## src/rtl/tipi_ti_bus_regs.sv

```systemverilog
// TI-99/4A expansion-bus side of the TIPI register file.
// Synchronises the TI strobes, captures TI writes into TD/TC through a write FSM,
// and presents a tear-free copy of RD/RC to the TI during reads.
module tipi_ti_bus_regs #(
   parameter logic [15:0] ADDR_RC = 16'h5FF9,
   parameter logic [15:0] ADDR_RD = 16'h5FFB,
   parameter logic [15:0] ADDR_TC = 16'h5FFD,
   parameter logic [15:0] ADDR_TD = 16'h5FFF,
   parameter int unsigned MIN_LOW = 2
) (
   input  logic        clk,
   input  logic        reset,
   input  logic        cru_en,
   input  logic [15:0] ti_a,
   input  logic        ti_memen_n,
   input  logic        ti_we_n,
   input  logic        ti_dbin,
   input  logic [7:0]  ti_d_in,
   output logic [7:0]  ti_d_out,
   output logic        ti_d_oe,
   input  logic [7:0]  RD,
   input  logic [7:0]  RC,
   output logic [7:0]  TD,
   output logic [7:0]  TC,
   output logic        td_wr_stb,
   output logic        tc_wr_stb,
   output logic        rd_rd_stb,
   output logic        rc_rd_stb
);

   localparam int unsigned CNT_W = $clog2(MIN_LOW + 1) + 1;

   typedef enum logic [1:0] {
      ST_IDLE    = 2'd0,
      ST_WLOW    = 2'd1,
      ST_CAPTURE = 2'd2,
      ST_WAIT_HI = 2'd3
   } state_t;

   logic             r_memen_s1, r_memen_s2;
   logic             r_we_s1, r_we_s2;
   logic             r_dbin_s1, r_dbin_s2;
   logic             w_we_n, w_memen_n, w_rd_act;

   state_t           r_state, w_state_nxt;
   logic [CNT_W-1:0] r_cnt, w_cnt_nxt, w_cnt_inc;
   logic [7:0]       r_td, r_tc, w_td_nxt, w_tc_nxt;
   logic             r_td_stb, r_tc_stb, w_td_stb_nxt, w_tc_stb_nxt;

   logic [7:0]       r_rd_hold, r_rc_hold;
   logic             r_rd_act_q, r_sel_rd, r_sel_rc;
   logic             r_rd_rd_stb, r_rc_rd_stb;

   // Two-flop synchronisers, reset to the inactive bus levels
   always_ff @(posedge clk or negedge reset) begin
      if (!reset) begin
         r_memen_s1 <= 1'b1;
         r_memen_s2 <= 1'b1;
         r_we_s1    <= 1'b1;
         r_we_s2    <= 1'b1;
         r_dbin_s1  <= 1'b0;
         r_dbin_s2  <= 1'b0;
      end else begin
         r_memen_s1 <= ti_memen_n;
         r_memen_s2 <= r_memen_s1;
         r_we_s1    <= ti_we_n;
         r_we_s2    <= r_we_s1;
         r_dbin_s1  <= ti_dbin;
         r_dbin_s2  <= r_dbin_s1;
      end
   end

   assign w_we_n    = r_we_s2;
   assign w_memen_n = r_memen_s2;
   assign w_rd_act  = ~r_memen_s2 & r_dbin_s2;
   assign w_cnt_inc = r_cnt + CNT_W'(1);

   // Write FSM state, counter and TD/TC registers
   always_ff @(posedge clk or negedge reset) begin
      if (!reset) begin
         r_state  <= ST_IDLE;
         r_cnt    <= '0;
         r_td     <= '0;
         r_tc     <= '0;
         r_td_stb <= 1'b0;
         r_tc_stb <= 1'b0;
      end else begin
         r_state  <= w_state_nxt;
         r_cnt    <= w_cnt_nxt;
         r_td     <= w_td_nxt;
         r_tc     <= w_tc_nxt;
         r_td_stb <= w_td_stb_nxt;
         r_tc_stb <= w_tc_stb_nxt;
      end
   end

   // Write FSM next state: filter the low strobe, capture once, wait for release
   always_comb begin
      w_state_nxt  = r_state;
      w_cnt_nxt    = r_cnt;
      w_td_nxt     = r_td;
      w_tc_nxt     = r_tc;
      w_td_stb_nxt = 1'b0;
      w_tc_stb_nxt = 1'b0;
      case (r_state)
         ST_IDLE: begin
            if (!w_we_n && !w_memen_n) begin
               w_state_nxt = ST_WLOW;
               w_cnt_nxt   = CNT_W'(1);
            end
         end
         ST_WLOW: begin
            if (w_we_n) begin
               w_state_nxt = ST_IDLE;
            end else begin
               w_cnt_nxt = w_cnt_inc;
               if (w_cnt_inc >= CNT_W'(MIN_LOW)) begin
                  w_state_nxt = ST_CAPTURE;
               end
            end
         end
         ST_CAPTURE: begin
            w_state_nxt = ST_WAIT_HI;
            if (cru_en) begin
               if (ti_a == ADDR_TD) begin
                  w_td_nxt     = ti_d_in;
                  w_td_stb_nxt = 1'b1;
               end else if (ti_a == ADDR_TC) begin
                  w_tc_nxt     = ti_d_in;
                  w_tc_stb_nxt = 1'b1;
               end
            end
         end
         ST_WAIT_HI: begin
            if (w_we_n) begin
               w_state_nxt = ST_IDLE;
            end
         end
         default: begin
            w_state_nxt = ST_IDLE;
         end
      endcase
   end

   // Hold copy of RD/RC, frozen while a synchronised read is active
   always_ff @(posedge clk or negedge reset) begin
      if (!reset) begin
         r_rd_hold <= '0;
         r_rc_hold <= '0;
      end else if (!w_rd_act) begin
         r_rd_hold <= RD;
         r_rc_hold <= RC;
      end
   end

   // Latch read address on read start, pulse the matching strobe on read end
   always_ff @(posedge clk or negedge reset) begin
      if (!reset) begin
         r_rd_act_q  <= 1'b0;
         r_sel_rd    <= 1'b0;
         r_sel_rc    <= 1'b0;
         r_rd_rd_stb <= 1'b0;
         r_rc_rd_stb <= 1'b0;
      end else begin
         r_rd_act_q <= w_rd_act;
         if (w_rd_act && !r_rd_act_q) begin
            r_sel_rd <= cru_en && (ti_a == ADDR_RD);
            r_sel_rc <= cru_en && (ti_a == ADDR_RC);
         end
         r_rd_rd_stb <= r_rd_act_q && !w_rd_act && r_sel_rd;
         r_rc_rd_stb <= r_rd_act_q && !w_rd_act && r_sel_rc;
      end
   end

   assign ti_d_oe   = ~ti_memen_n & ti_dbin & cru_en & ((ti_a == ADDR_RD) | (ti_a == ADDR_RC));
   assign ti_d_out  = (ti_a == ADDR_RD) ? r_rd_hold : r_rc_hold;
   assign TD        = r_td;
   assign TC        = r_tc;
   assign td_wr_stb = r_td_stb;
   assign tc_wr_stb = r_tc_stb;
   assign rd_rd_stb = r_rd_rd_stb;
   assign rc_rd_stb = r_rc_rd_stb;

endmodule

```

## config.mk

```make
export PLATFORM = sky130hd
export DESIGN_NAME = tipi_ti_bus_regs
export DESIGN_NICKNAME = d
export VERILOG_FILES = /design/src/rtl/tipi_ti_bus_regs.sv
export SDC_FILE = /design/constraint.sdc
export NUM_CORES = 1
export LEC_CHECK = 0
export BUFFER_PORTS_ARGS = -buffer_cell sky130_fd_sc_hd__buf_4
export CORE_UTILIZATION = 45
export CTS_CLUSTER_SIZE = 24
export DETAILED_ROUTE_END_ITERATION = 6
export GPL_ROUTABILITY_DRIVEN = 0
export PLACE_DENSITY = 0.78
export SLEW_MARGIN = 10
export SYNTH_ARGS = -nofsm -noshare
export SYNTH_HDL_FRONTEND = slang
export SYNTH_SLANG_ARGS = --single-unit
```

## constraint.sdc

```tcl
create_clock -name clk -period 4.2 [get_ports clk]
set_input_delay 0.84 -clock clk [delete_from_list [all_inputs] [get_ports clk]]
set_output_delay 0.84 -clock clk [all_outputs]
set_load 0.005 [all_outputs]
```

==> out/metrics.yaml <==
status: "finished with violations"
violations: "DRC"
ctsResizeCount: 0
final_nets: 273
grt_pass1_vias: 1435
die_area_sq_um: 5010
fin_hold_ws_ps: 358
synth_edf_count: 0
synth_warnings: 0
peakVddDrop_v: 0.000204
grt_pass1_wl_um: 6660
rsz0062_at_grt: "false"
setup-violations-final: 0
finalHoldViolations: 0
worstPathMaxFanout: 3
slew_viol_final: 0
cp.required_ps: 3360
max_freq_ghz: 0.337
syn_area_sq_um: 2130
clk_path_buf_depth: 2
synth_top_flop_cell: "dfrtp_1"
period_needed_ps: 2960
fin_crit_sh_pct: 70.6
path_cells: "buf_4, nand4_2, nor4_1, nand2_1, nor3b_1, buf_4"
vias: 1446
post_drt_wl_per_cell_um: 14.5
start_util_pct: 47.9
holdCritPathClass: "reg -> reg"
tightest_slew_ps: 936
max-slew-margin-rel_pct: 37.6
critPathCaptureType: "output pin"
cp-start-kind: "primary input"
ys_seq_area_share_pct: 59.0
drc_errors: 16
rows: 24
layout-drive-gt1-share_pct: 58.0
setup_tns_ps: 0
totalPowerFinal_uw: 1070
io_pins: 75
cpPeakStageDelay_ps: 470
worst-setup-path-type: "in -> out"
avgViaCountPerCell: 5.20
cp_slowest_cell: "nor4_1"
async_flop_share_pct: 100
cts-root-buf: "clkbuf_8"
grt_max_degree: 51
syn_nets: 195
stdcell_count: 278
final_cell_mix: "buf_4 (74), dfrtp_1 (46), mux2_2 (31), mux2_4 (8), o21ai_0 (7)"
h-tree-depth: 2
cts_hold_buf: 0
p_leak_uw: 0.00143
clkLatencyLatePin_ps: 300
postCtsSetupBuffers: 0
synth.distinct_cells: 33
place.detailed.hpwl_um: 3030
num-fill-cells: 369
skew_ps: 8.75
area_delta_synth_final_pct: 33.6
cts.clk_slew.worst_paths_ps: 80
cpMostUsedCell: "buf_4"
design_area_sq_um: 2850
crit_family: "simple AND/OR/NAND/NOR gates"
numPortBuffers: 74
drv_cap: 0
final_common_cell: "buf_4"
track_usage_pct: 17.1
tritoncts: "built"
drtIter0Drc: 49
wirelength_um: 4040
drtAntennaViolNets: 0
path_buf_inv: 2
n_antenna_cell: 0
die_y_um: 70.8
cts_buffers: 5
core_sq_um: 4440
avgSynthCellArea_sq_um: 14.5
postPlaceCellArea_sq_um: 2730
cp.arrival_ps: 2120
overflow: 0
cts_num_sinks: 50
dieWidth_um: 70.8
antenna_found_initial: 0
synthCells: 147
drt-pass1-iter-count: 6
placed_cells: 270
synth-seq-cells: 50
power_density_nw_per_um2: 376
==> layout make-up <==
| cell class | count | area, sq um | share of cell area [%] |
|---|---|---|---|
| Clock buffer | 7 | 86.3 | 3.03 |
| Inverter | 5 | 18.8 | 0.659 |
| Tap cell | 52 | 65.1 | 2.28 |
| Clock inverter | 1 | 30.0 | 1.05 |
| Sequential cell | 50 | 1260 | 44.1 |
| Timing Repair Buffer | 74 | 556 | 19.5 |
| Multi-Input combinational cell | 89 | 836 | 29.3 |
==> Yosys cell counts, drive strengths merged (2+ instances only) <==
| cell | instances | area, sq um |
|---|---|---|
| dfrtp | 46 | 1150 |
| mux2 | 40 | 480 |
| o21ai | 7 | 35.0 |
| nand2 | 6 | 22.5 |
| and3 | 5 | 31.3 |
| inv | 5 | 18.8 |
| nor2 | 5 | 18.8 |
| dfstp | 4 | 105 |
| nand2b | 3 | 18.8 |
| nand4b | 3 | 41.3 |
| a21oi | 2 | 10.0 |
| and4 | 2 | 17.5 |
| buf | 2 | 16.3 |
| ha | 2 | 25.0 |
| nand4 | 2 | 18.8 |
| nor4 | 2 | 27.5 |
==> routing by layer <==
| metal | share of wire, % | track usage, % | vias up |
|---|---|---|---|
| met5 | 0 | 0 | - |
| met4 | 0.52 | 3.33 | 0 |
| met3 | 9.2 | 6.41 | 2 |
| met2 | 47 | 28.3 | 60 |
| met1 | 43 | 21.8 | 701 |
| li1 | - | - | 683 |
==> report_power, final <==
part / leakage, uW / total, uW / switching, uW / internal, uW
Sequential: 0.000630 / 561 / 38.8 / 523
Clock: 0.0000585 / 345 / 151 / 194
Combinational: 0.000742 / 164 / 69.0 / 95.1
==> stage by stage <==
| step | utilization [%] | setup slack, ps |
|---|---|---|
| after CTS | 64.1 | 1240 |
| after detailed placement | 61.5 | 1230 |
| after floorplan | - | 1640 |
| after global placement | 61.5 | 1200 |
| after global routing | 64.1 | 1060 |
| final | 64.1 | 1240 |
==> final timing paths <==
kind                                   startpoint                    to  slack, ps  depth (start not counted)
max                                       ti_a[5]               ti_d_oe       1240                          6
min                           r_dbin_s1$_DFF_PN0_   r_dbin_s2$_DFF_PN0_        360                          0
max reg2reg                r_state[0]$_DFFE_PN0P_     TC[3]$_DFFE_PN0P_       2270                          3
min reg2reg                   r_dbin_s1$_DFF_PN0_   r_dbin_s2$_DFF_PN0_        360                          0
max in group asynchronous                   reset  r_cnt[2]$_DFFE_PN0P_       3240                          1
min in group asynchronous                   reset     TC[4]$_DFFE_PN0P_        540                          1
==> cell families (layout without fill, tap and decap cells) <==
| kind of cell | count (synthesis) | in the layout | share of synthesized area [%] |
|---|---|---|---|
| flip-flops | 50 | 50 | 59.0 |
| multiplexers | 40 | 40 | 22.5 |
| AND/OR/NAND/NOR | 34 | 34 | 11.9 |
| AO/OA/AOI/OAI | 13 | 13 | 3.64 |
| buffers and inverters | 8 | 87 | 1.82 |
| adder cells (fa/ha/maj) | 2 | 2 | 1.17 |
==> flip-flops by register name, summed over array words and instances (netlist names), 3 cells and up, named ones only <==
signal and flops:
TC 8, TD 8, r_cnt 3, r_rc_hold 8
r_rd_hold 8
Power figures use the tool's default switching activity.
